===== config.mk =====
export PLATFORM = sky130hd
export DESIGN_NAME = clkrst_gen
export DESIGN_NICKNAME = d
export VERILOG_FILES = /design/src/rtl/clkrst_gen.sv
export SDC_FILE = /design/constraint.sdc
export NUM_CORES = 1
export LEC_CHECK = 0
export ABC_AREA = 1
export CAP_MARGIN = 5
export CELL_PAD_IN_SITES_DETAIL_PLACEMENT = 1
export CELL_PAD_IN_SITES_GLOBAL_PLACEMENT = 1
export CORE_MARGIN = 2
export CORE_UTILIZATION = 33
export CTS_CLUSTER_DIAMETER = 80
export DETAILED_ROUTE_END_ITERATION = 6
export GPL_ROUTABILITY_DRIVEN = 0
export PLACE_DENSITY = 0.73
export SLEW_MARGIN = 0
export SYNTH_ARGS = -nofsm -noshare
export SYNTH_HDL_FRONTEND = slang
export SYNTH_SLANG_ARGS = --single-unit

===== constraint.sdc =====
create_clock -name clk_256fs -period 1.4 [get_ports clk_256fs]
set_clock_uncertainty 0.1 [all_clocks]
set_input_delay 0.28 -clock clk_256fs [delete_from_list [all_inputs] [get_ports clk_256fs]]
set_output_delay 0.28 -clock clk_256fs [all_outputs]
set_load 0.005 [all_outputs]

===== src/rtl/clkrst_gen.sv =====
// rtl/clkrst_gen.sv - staged reset sequencer and sample-rate clock generator
//
// Purpose: after reset, hold every reset output for RST_CYCLES clocks, then
// release them one at a time STAGE_GAP clocks apart (bit 0 first). Once
// rst_out[0] drops, a phase counter runs and produces a clk_fs square wave
// at clk_256fs/DIV plus a one-cycle strobe on each clk_fs rising edge.
//
// Ports:
//   clk_256fs  in   sole clock, rising edge
//   rst        in   synchronous active-high reset, highest priority
//   rst_req    in   synchronous request to re-run the reset sequence
//   rst_out    out  [N_RST] staged active-high resets, bit 0 released first
//   ready      out  high once every rst_out bit is released
//   clk_fs     out  50% duty square wave, period DIV
//   fs_strobe  out  one-cycle pulse coincident with the clk_fs rising edge
//   fs_phase   out  [$clog2(DIV)] position within the sample period
//
// Build option: define RST_STAGGER_EN for staggered release of rst_out bits;
// without it every bit is released together and there is no stage counter.

module clkrst_gen #(
  parameter int DIV        = 256,
  parameter int RST_CYCLES = 128,
  parameter int N_RST      = 2,
  parameter int STAGE_GAP  = 16
) (
  input  logic                    clk_256fs,
  input  logic                    rst,
  input  logic                    rst_req,
  output logic [N_RST-1:0]        rst_out,
  output logic                    ready,
  output logic                    clk_fs,
  output logic                    fs_strobe,
  output logic [$clog2(DIV)-1:0]  fs_phase
);

  localparam int PW = $clog2(DIV);
  localparam int SW = $clog2(RST_CYCLES + 1);

  // Reject illegal configurations at elaboration.
  if (DIV < 4 || (DIV % 2) != 0 || RST_CYCLES < 1 || N_RST < 1 || STAGE_GAP < 1) begin : g_bad_param
    $error("clkrst_gen: illegal parameter combination");
  end

  typedef enum logic [1:0] {HOLD, STAGGER, RUN} state_t;

  state_t           r_state, w_state_nxt;
  logic [SW-1:0]    r_stretch, w_stretch_nxt;
  logic [N_RST-1:0] r_rst_out, w_rst_out_nxt;
  logic             r_ready, w_ready_nxt;
  logic [PW-1:0]    r_phase, w_phase_nxt;
  logic             r_clk_fs, w_clk_fs_nxt;
  logic             r_strobe, w_strobe_nxt;

`ifdef RST_STAGGER_EN
  localparam int STAGE_MAX = (N_RST - 1) * STAGE_GAP;
  localparam int STW       = (STAGE_MAX < 1) ? 1 : $clog2(STAGE_MAX + 1);

  // Cycles elapsed since rst_out[0] was released.
  logic [STW-1:0] r_stage, w_stage_nxt;
`endif

  always_comb begin
    w_state_nxt   = r_state;
    w_stretch_nxt = r_stretch;
    w_rst_out_nxt = r_rst_out;
    w_ready_nxt   = r_ready;
`ifdef RST_STAGGER_EN
    w_stage_nxt   = r_stage;
`endif

    // Phase stays parked at 0 until the first stage leaves reset.
    if (r_rst_out[0]) begin
      w_phase_nxt = '0;
    end else if (r_phase == PW'(DIV - 1)) begin
      w_phase_nxt = '0;
    end else begin
      w_phase_nxt = r_phase + PW'(1);
    end

    case (r_state)
      HOLD: begin
        w_rst_out_nxt = '1;
        w_ready_nxt   = 1'b0;
        if (r_stretch == SW'(RST_CYCLES - 1)) begin
`ifdef RST_STAGGER_EN
          if (N_RST == 1) begin
            w_state_nxt   = RUN;
            w_rst_out_nxt = '0;
            w_ready_nxt   = 1'b1;
          end else begin
            w_state_nxt      = STAGGER;
            w_rst_out_nxt[0] = 1'b0;
            w_stage_nxt      = '0;
          end
`else
          w_state_nxt   = RUN;
          w_rst_out_nxt = '0;
          w_ready_nxt   = 1'b1;
`endif
        end else begin
          w_stretch_nxt = r_stretch + SW'(1);
        end
      end

      STAGGER: begin
`ifdef RST_STAGGER_EN
        w_stage_nxt = r_stage + STW'(1);
        for (int k = 1; k < N_RST; k++) begin
          if (w_stage_nxt >= STW'(k * STAGE_GAP)) begin
            w_rst_out_nxt[k] = 1'b0;
          end
        end
        if (w_stage_nxt == STW'(STAGE_MAX)) begin
          w_state_nxt = RUN;
          w_ready_nxt = 1'b1;
        end
`else
        w_state_nxt = HOLD;
`endif
      end

      RUN: begin
        w_ready_nxt = 1'b1;
      end

      default: begin
        w_state_nxt = HOLD;
      end
    endcase

    w_clk_fs_nxt = (w_phase_nxt >= PW'(DIV / 2));
    w_strobe_nxt = (w_phase_nxt == PW'(DIV / 2));
  end

  // rst and rst_req share one restart path; rst has nothing to outrank
  // because both force the identical state.
  always_ff @(posedge clk_256fs) begin
    if (rst || rst_req) begin
      r_state   <= HOLD;
      r_stretch <= '0;
      r_rst_out <= '1;
      r_ready   <= 1'b0;
      r_phase   <= '0;
      r_clk_fs  <= 1'b0;
      r_strobe  <= 1'b0;
`ifdef RST_STAGGER_EN
      r_stage   <= '0;
`endif
    end else begin
      r_state   <= w_state_nxt;
      r_stretch <= w_stretch_nxt;
      r_rst_out <= w_rst_out_nxt;
      r_ready   <= w_ready_nxt;
      r_phase   <= w_phase_nxt;
      r_clk_fs  <= w_clk_fs_nxt;
      r_strobe  <= w_strobe_nxt;
`ifdef RST_STAGGER_EN
      r_stage   <= w_stage_nxt;
`endif
    end
  end

  assign rst_out   = r_rst_out;
  assign ready     = r_ready;
  assign clk_fs    = r_clk_fs;
  assign fs_strobe = r_strobe;
  assign fs_phase  = r_phase;

endmodule


==> report_table.html <==
<table>
<tr><th>Metric</th><th>Value</th></tr>
<tr><th colspan="2">Power and ir drop</th></tr>
<tr><td>Clock share of power</td><td>between 30% and 40%</td></tr>
<tr><td>Combinational cell fraction of total power</td><td>3.5%</td></tr>
<tr><td>Power, Total</td><td>a little over 0.9 mW</td></tr>
<tr><td>Relative contribution of sequential cells to total power</td><td>between 60 and 70%</td></tr>
<tr><td>Switching power summed over all nets</td><td>0.203 mW</td></tr>
<tr><td>Leak pwr</td><td>0.637 nW</td></tr>
<tr><td>Power Density</td><td>about 630 nW/µm²</td></tr>
<tr><td>Internal power component</td><td>about 0.72 mW</td></tr>
<tr><td>Switching share of power</td><td>about 22%</td></tr>
<tr><td>Worst VDD drop</td><td>between 0.4 and 0.5 mV</td></tr>
<tr><th colspan="2">STA</th></tr>
<tr><td>Upper clock frequency limit</td><td>~0.7 GHz</td></tr>
<tr><td>Max-slew violation count</td><td>0</td></tr>
<tr><td>Rel. slew slack</td><td>about 83%</td></tr>
<tr><td>RSZ-0062 raised after global routing</td><td>yes</td></tr>
<tr><td>Final Hold Fails</td><td>0</td></tr>
<tr><td>Setup violations, final</td><td>0</td></tr>
<tr><td>Worst hold slack after final layout</td><td>around 0.42 ns</td></tr>
<tr><td>Final period util</td><td>around 99%</td></tr>
<tr><td>Shortest period the worst path allows</td><td>roughly 1.4 ns</td></tr>
<tr><td>Tightest Pin Transition</td><td>0.261 ns</td></tr>
<tr><td>Setup_tns</td><td>0 ns</td></tr>
<tr><th colspan="2">GRT</th></tr>
<tr><td>Pin count of the biggest net entering global routing</td><td>13</td></tr>
<tr><td>Global-route wire length before repair</td><td>roughly 4600 µm</td></tr>
<tr><td>Via count of the first global-routing pass</td><td>about 1,000</td></tr>
<tr><td>Number of antenna violations at the first check in global routing</td><td>0</td></tr>
<tr><td>Total track usage</td><td>18.5%</td></tr>
<tr><td>Leftover overflow at the end of global routing</td><td>0</td></tr>
<tr><th colspan="2">Yosys</th></tr>
<tr><td>Post-synthesis sequential area ratio</td><td>around 43%</td></tr>
<tr><td>Count of flip-flops with a built-in enable after synthesis</td><td>0</td></tr>
<tr><td>Commonest cells post-synth</td><td>sky130_fd_sc_hd__nor2_1, sky130_fd_sc_hd__nand2_1, sky130_fd_sc_hd__dfxtp_1</td></tr>
<tr><td>Post-synthesis cell type with the largest combined area</td><td>sky130_fd_sc_hd__dfxtp_1</td></tr>
<tr><td>Top-count cell post-synth</td><td>sky130_fd_sc_hd__nor2_1</td></tr>
<tr><td>Average instance area after synthesis</td><td>around 7.2 µm²</td></tr>
<tr><td>Total of warnings raised by yosys</td><td>0</td></tr>
<tr><td>Fraction of registers with async set/reset</td><td>0%</td></tr>
<tr><td>Register bit count reported by yosys</td><td>21</td></tr>
<tr><td>Area share of the largest cell type after synthesis</td><td>43.5%</td></tr>
<tr><td>Most used DFF post-synth</td><td>sky130_fd_sc_hd__dfxtp_1</td></tr>
<tr><td>Synthesized net count</td><td>about 140</td></tr>
<tr><td>Post-synth design cell area</td><td>slightly below 1000 µm²</td></tr>
<tr><td>Cells after synthesis</td><td>~130</td></tr>
<tr><td>Number of distinct standard cells referenced by the synthesized netlist</td><td>24</td></tr>
<tr><td>Leading post-synthesis cells by cell area</td><td>sky130_fd_sc_hd__dfxtp_1, sky130_fd_sc_hd__nor2_1, sky130_fd_sc_hd__nand2_1, sky130_fd_sc_hd__inv_1, sky130_fd_sc_hd__a21oi_1</td></tr>
<tr><th colspan="2">Layout</th></tr>
<tr><td>Final standard cell area without fillers</td><td>between 1000 and 1500 µm²</td></tr>
<tr><td>Proportion of layout cells with a drive suffix above 1</td><td>45.6%</td></tr>
<tr><td>Diodes inserted</td><td>0</td></tr>
<tr><td>Area growth, synth to finish</td><td>51.9%</td></tr>
<tr><td>Number of nets in the finished design</td><td>177</td></tr>
<tr><th colspan="2">Place</th></tr>
<tr><td>Post-DP HPWL</td><td>between 1500 and 2000 µm</td></tr>
<tr><td>Port Buffer Count</td><td>15</td></tr>
<tr><td>Area after detailed placement</td><td>1230 µm²</td></tr>
<tr><th colspan="2">Setup path</th></tr>
<tr><td>CP cell instances</td><td>ha_4 -&gt; nand2_4 -&gt; nor3_4 -&gt; nand2_2 -&gt; nand2_4 -&gt; inv_8 -&gt; nor2_4 -&gt; o21ai_2</td></tr>
<tr><td>Critical path peak fanout</td><td>8</td></tr>
<tr><td>Slowest CP cell</td><td>sky130_fd_sc_hd__dfxtp_2</td></tr>
<tr><td>Count of cells along the worst register-to-register path</td><td>8</td></tr>
<tr><td>Type of destination of the critical path</td><td>flop</td></tr>
<tr><td>Critical path start-end classification</td><td>flop to flop</td></tr>
<tr><td>Setup crit start</td><td>r_stretch[1]</td></tr>
<tr><td>Longest individual stage delay on the worst path</td><td>around 0.37 ns</td></tr>
<tr><td>Library cell appearing most often on the critical path</td><td>sky130_fd_sc_hd__nand2_4</td></tr>
<tr><td>Beginning of the worst register-to-register path</td><td>r_stretch[1]</td></tr>
<tr><td>Capturing element of the worst setup path</td><td>rst_out[0]</td></tr>
<tr><td>Req. time, crit path</td><td>around 1.5 ns</td></tr>
<tr><td>Reg2Reg Setup Slack</td><td>0.01 ns</td></tr>
<tr><td>CP startpoint kind</td><td>flop</td></tr>
<tr><td>Critical path data arrival time</td><td>between 1 and 1.5 ns</td></tr>
<tr><td>Capture instance of the worst register-to-register path</td><td>rst_out[0]</td></tr>
<tr><th colspan="2">Clock network</th></tr>
<tr><td>Clock edge transition at the registers on the reported setup and hold paths</td><td>~0.12 ns</td></tr>
<tr><td>Buffer type at the clock tree root</td><td>sky130_fd_sc_hd__clkbuf_4</td></tr>
<tr><td>Clock insertion delay at the later pin of the skew report</td><td>0.30 ns</td></tr>
<tr><td>Buffer depth of the longest clock path</td><td>2</td></tr>
<tr><td>Quantity of hold-fixing buffers added after cts</td><td>0</td></tr>
<tr><td>Clock Sink Count</td><td>21</td></tr>
<tr><td>Total clock buffers created by CTS</td><td>3</td></tr>
<tr><td>Clock tree from TritonCTS</td><td>yes</td></tr>
<tr><td>Total number of H-tree levels</td><td>1</td></tr>
<tr><th colspan="2">Floorplan</th></tr>
<tr><td>Number of primary I/O pins</td><td>16</td></tr>
<tr><td>Chip width</td><td>a little under 60 µm</td></tr>
<tr><td>Area of the die</td><td>3380 µm²</td></tr>
<tr><td>Height of the die</td><td>between 50 and 60 µm</td></tr>
<tr><td>Initial Utilization</td><td>a little over a third</td></tr>
<tr><td>Number of placement rows</td><td>19</td></tr>
<tr><td>Core region area</td><td>2780 µm²</td></tr>
<tr><th colspan="2">Drt</th></tr>
<tr><td>Mean number of vias per cell</td><td>approximately 5</td></tr>
<tr><td>Total via count in the routed design</td><td>985</td></tr>
<tr><td>Final wirelength</td><td>between 2000 and 3000 µm</td></tr>
<tr><td>WL per Instance</td><td>14.0 µm</td></tr>
<tr><td>Number of design rule violations left after detail routing</td><td>0</td></tr>
<tr><td>First-pass iteration count of the detailed router</td><td>4</td></tr>
<tr><td>Remaining antenna violation count after routing</td><td>0</td></tr>
<tr><td>Drt initial violations</td><td>28</td></tr>
<tr><th colspan="2">Min path</th></tr>
<tr><td>Type of the tightest min-delay check</td><td>flop to flop</td></tr>
<tr><th colspan="2">Job</th></tr>
<tr><td>Max-capacitance violation count</td><td>0</td></tr>
<tr><th colspan="2">Status</th></tr>
<tr><td>Result of the run</td><td>finished, final reports clean</td></tr>
</table>
[worst min path at each step]
stage                     cells after the start         start           end  slack [ns]
after global placement                        2  r_stretch[2]  r_stretch[2]        0.38
after floorplan                               3           rst  r_stretch[5]        0.35
after global routing                          2  r_stretch[3]  r_stretch[3]        0.46
after detailed placement                      2  r_stretch[2]  r_stretch[2]        0.40
final                                         2  r_stretch[3]  r_stretch[3]        0.42
after CTS                                     2  r_stretch[3]  r_stretch[3]        0.45
[stage by stage]
stage | cells | setup WS, ns | utilization [%]
floorplan | 134 | 0.0606 | -
global placement | 190 | -0.0694 | 44.3
detailed placement | 190 | -0.132 | 44.3
CTS | 201 | -0.0731 | 50.7
global route | 202 | -0.0840 | 52.8
finish | 202 | 0.00983 | 52.8
[cell usage in the layout (no fill, tap or decap), types with 3 or more instances in the layout]
master,netlist,routed
sky130_fd_sc_hd__nand3_1,6,5
sky130_fd_sc_hd__nor2_2,2,10
sky130_fd_sc_hd__o21ai_0,3,3
sky130_fd_sc_hd__clkbuf_4,0,3
sky130_fd_sc_hd__nand2_2,2,7
sky130_fd_sc_hd__inv_1,14,14
sky130_fd_sc_hd__nand2_4,1,4
sky130_fd_sc_hd__nand2_1,28,20
sky130_fd_sc_hd__buf_4,1,19
sky130_fd_sc_hd__nor2_1,32,22
sky130_fd_sc_hd__nor2_4,1,3
sky130_fd_sc_hd__dfxtp_1,21,7
sky130_fd_sc_hd__a21oi_2,1,7
sky130_fd_sc_hd__dfxtp_2,0,12
sky130_fd_sc_hd__dlygate4sd2_1,0,11
sky130_fd_sc_hd__xor2_1,3,3
[sequential cells by signal, indices dropped and copies added (netlist names)]
| signal | count |
|---|---|
| fs_phase | 8 |
| r_stretch | 8 |
| fs_strobe | 1 |
| ready | 1 |
| r_state | 1 |
| rst_out | 1 |
| clk_fs | 1 |
[timing repair]
| action | CTS | global route |
|---|---|---|
| hold endpoints to repair | 0 | 0 |
| setup endpoints to repair | 27 | 17 |
| buffers inserted | 7 | 1 |
| cloned | 0 | 0 |
| pin swaps | 7 | 14 |
| gates resized for setup | 55 | 17 |
[worst max-delay path: cells and delay by family, from the launching register on]
kind                       cells  cell delay, ns
and+or+nand+nor                5            0.53
DFF                            1            0.37
adders and majority gates      1            0.15
buffers and inverters          1            0.07
AOI/OAI and AO/OA              1            0.05
[final cells by class]
cell class | count | area [µm²]
fillers | 345 | 1310
multi-input cells | 96 | 618
flip-flops and latches | 21 | 443
repair buffers | 34 | 274
inverters | 16 | 67.6
well taps | 31 | 38.8
clock buffers | 3 | 22.5
clock inverters | 1 | 5.00
[power by group through the flow]
stage	registers (mW)	clock network (mW)	logic (mW)
floorplan	0.615	0	0.0111
global placement	0.615	0	0.0247
detailed placement	0.616	0	0.0259
CTS	0.599	0.309	0.0310
global route	0.600	0.328	0.0356
finish	0.599	0.289	0.0323
[routing by layer]
metal  wire [µm]  track usage (%)  part of all wire [%]
met1        1060             18.8                    38
met2        1650             37.3                    59
met3          68             2.01                   2.4
met4          40             7.31                   1.4
met5           0                0                     0
[kinds of logic after synthesis]
| logic type | synth area share [%] |
|---|---|
| fa+ha+maj | 2.59 |
| compound gates | 8.80 |
| simple gates | 33.4 |
| xor+xnor | 4.53 |
| buf+inv | 7.24 |
| flops | 43.5 |
Note: power is estimated with default switching activity, not from simulation.
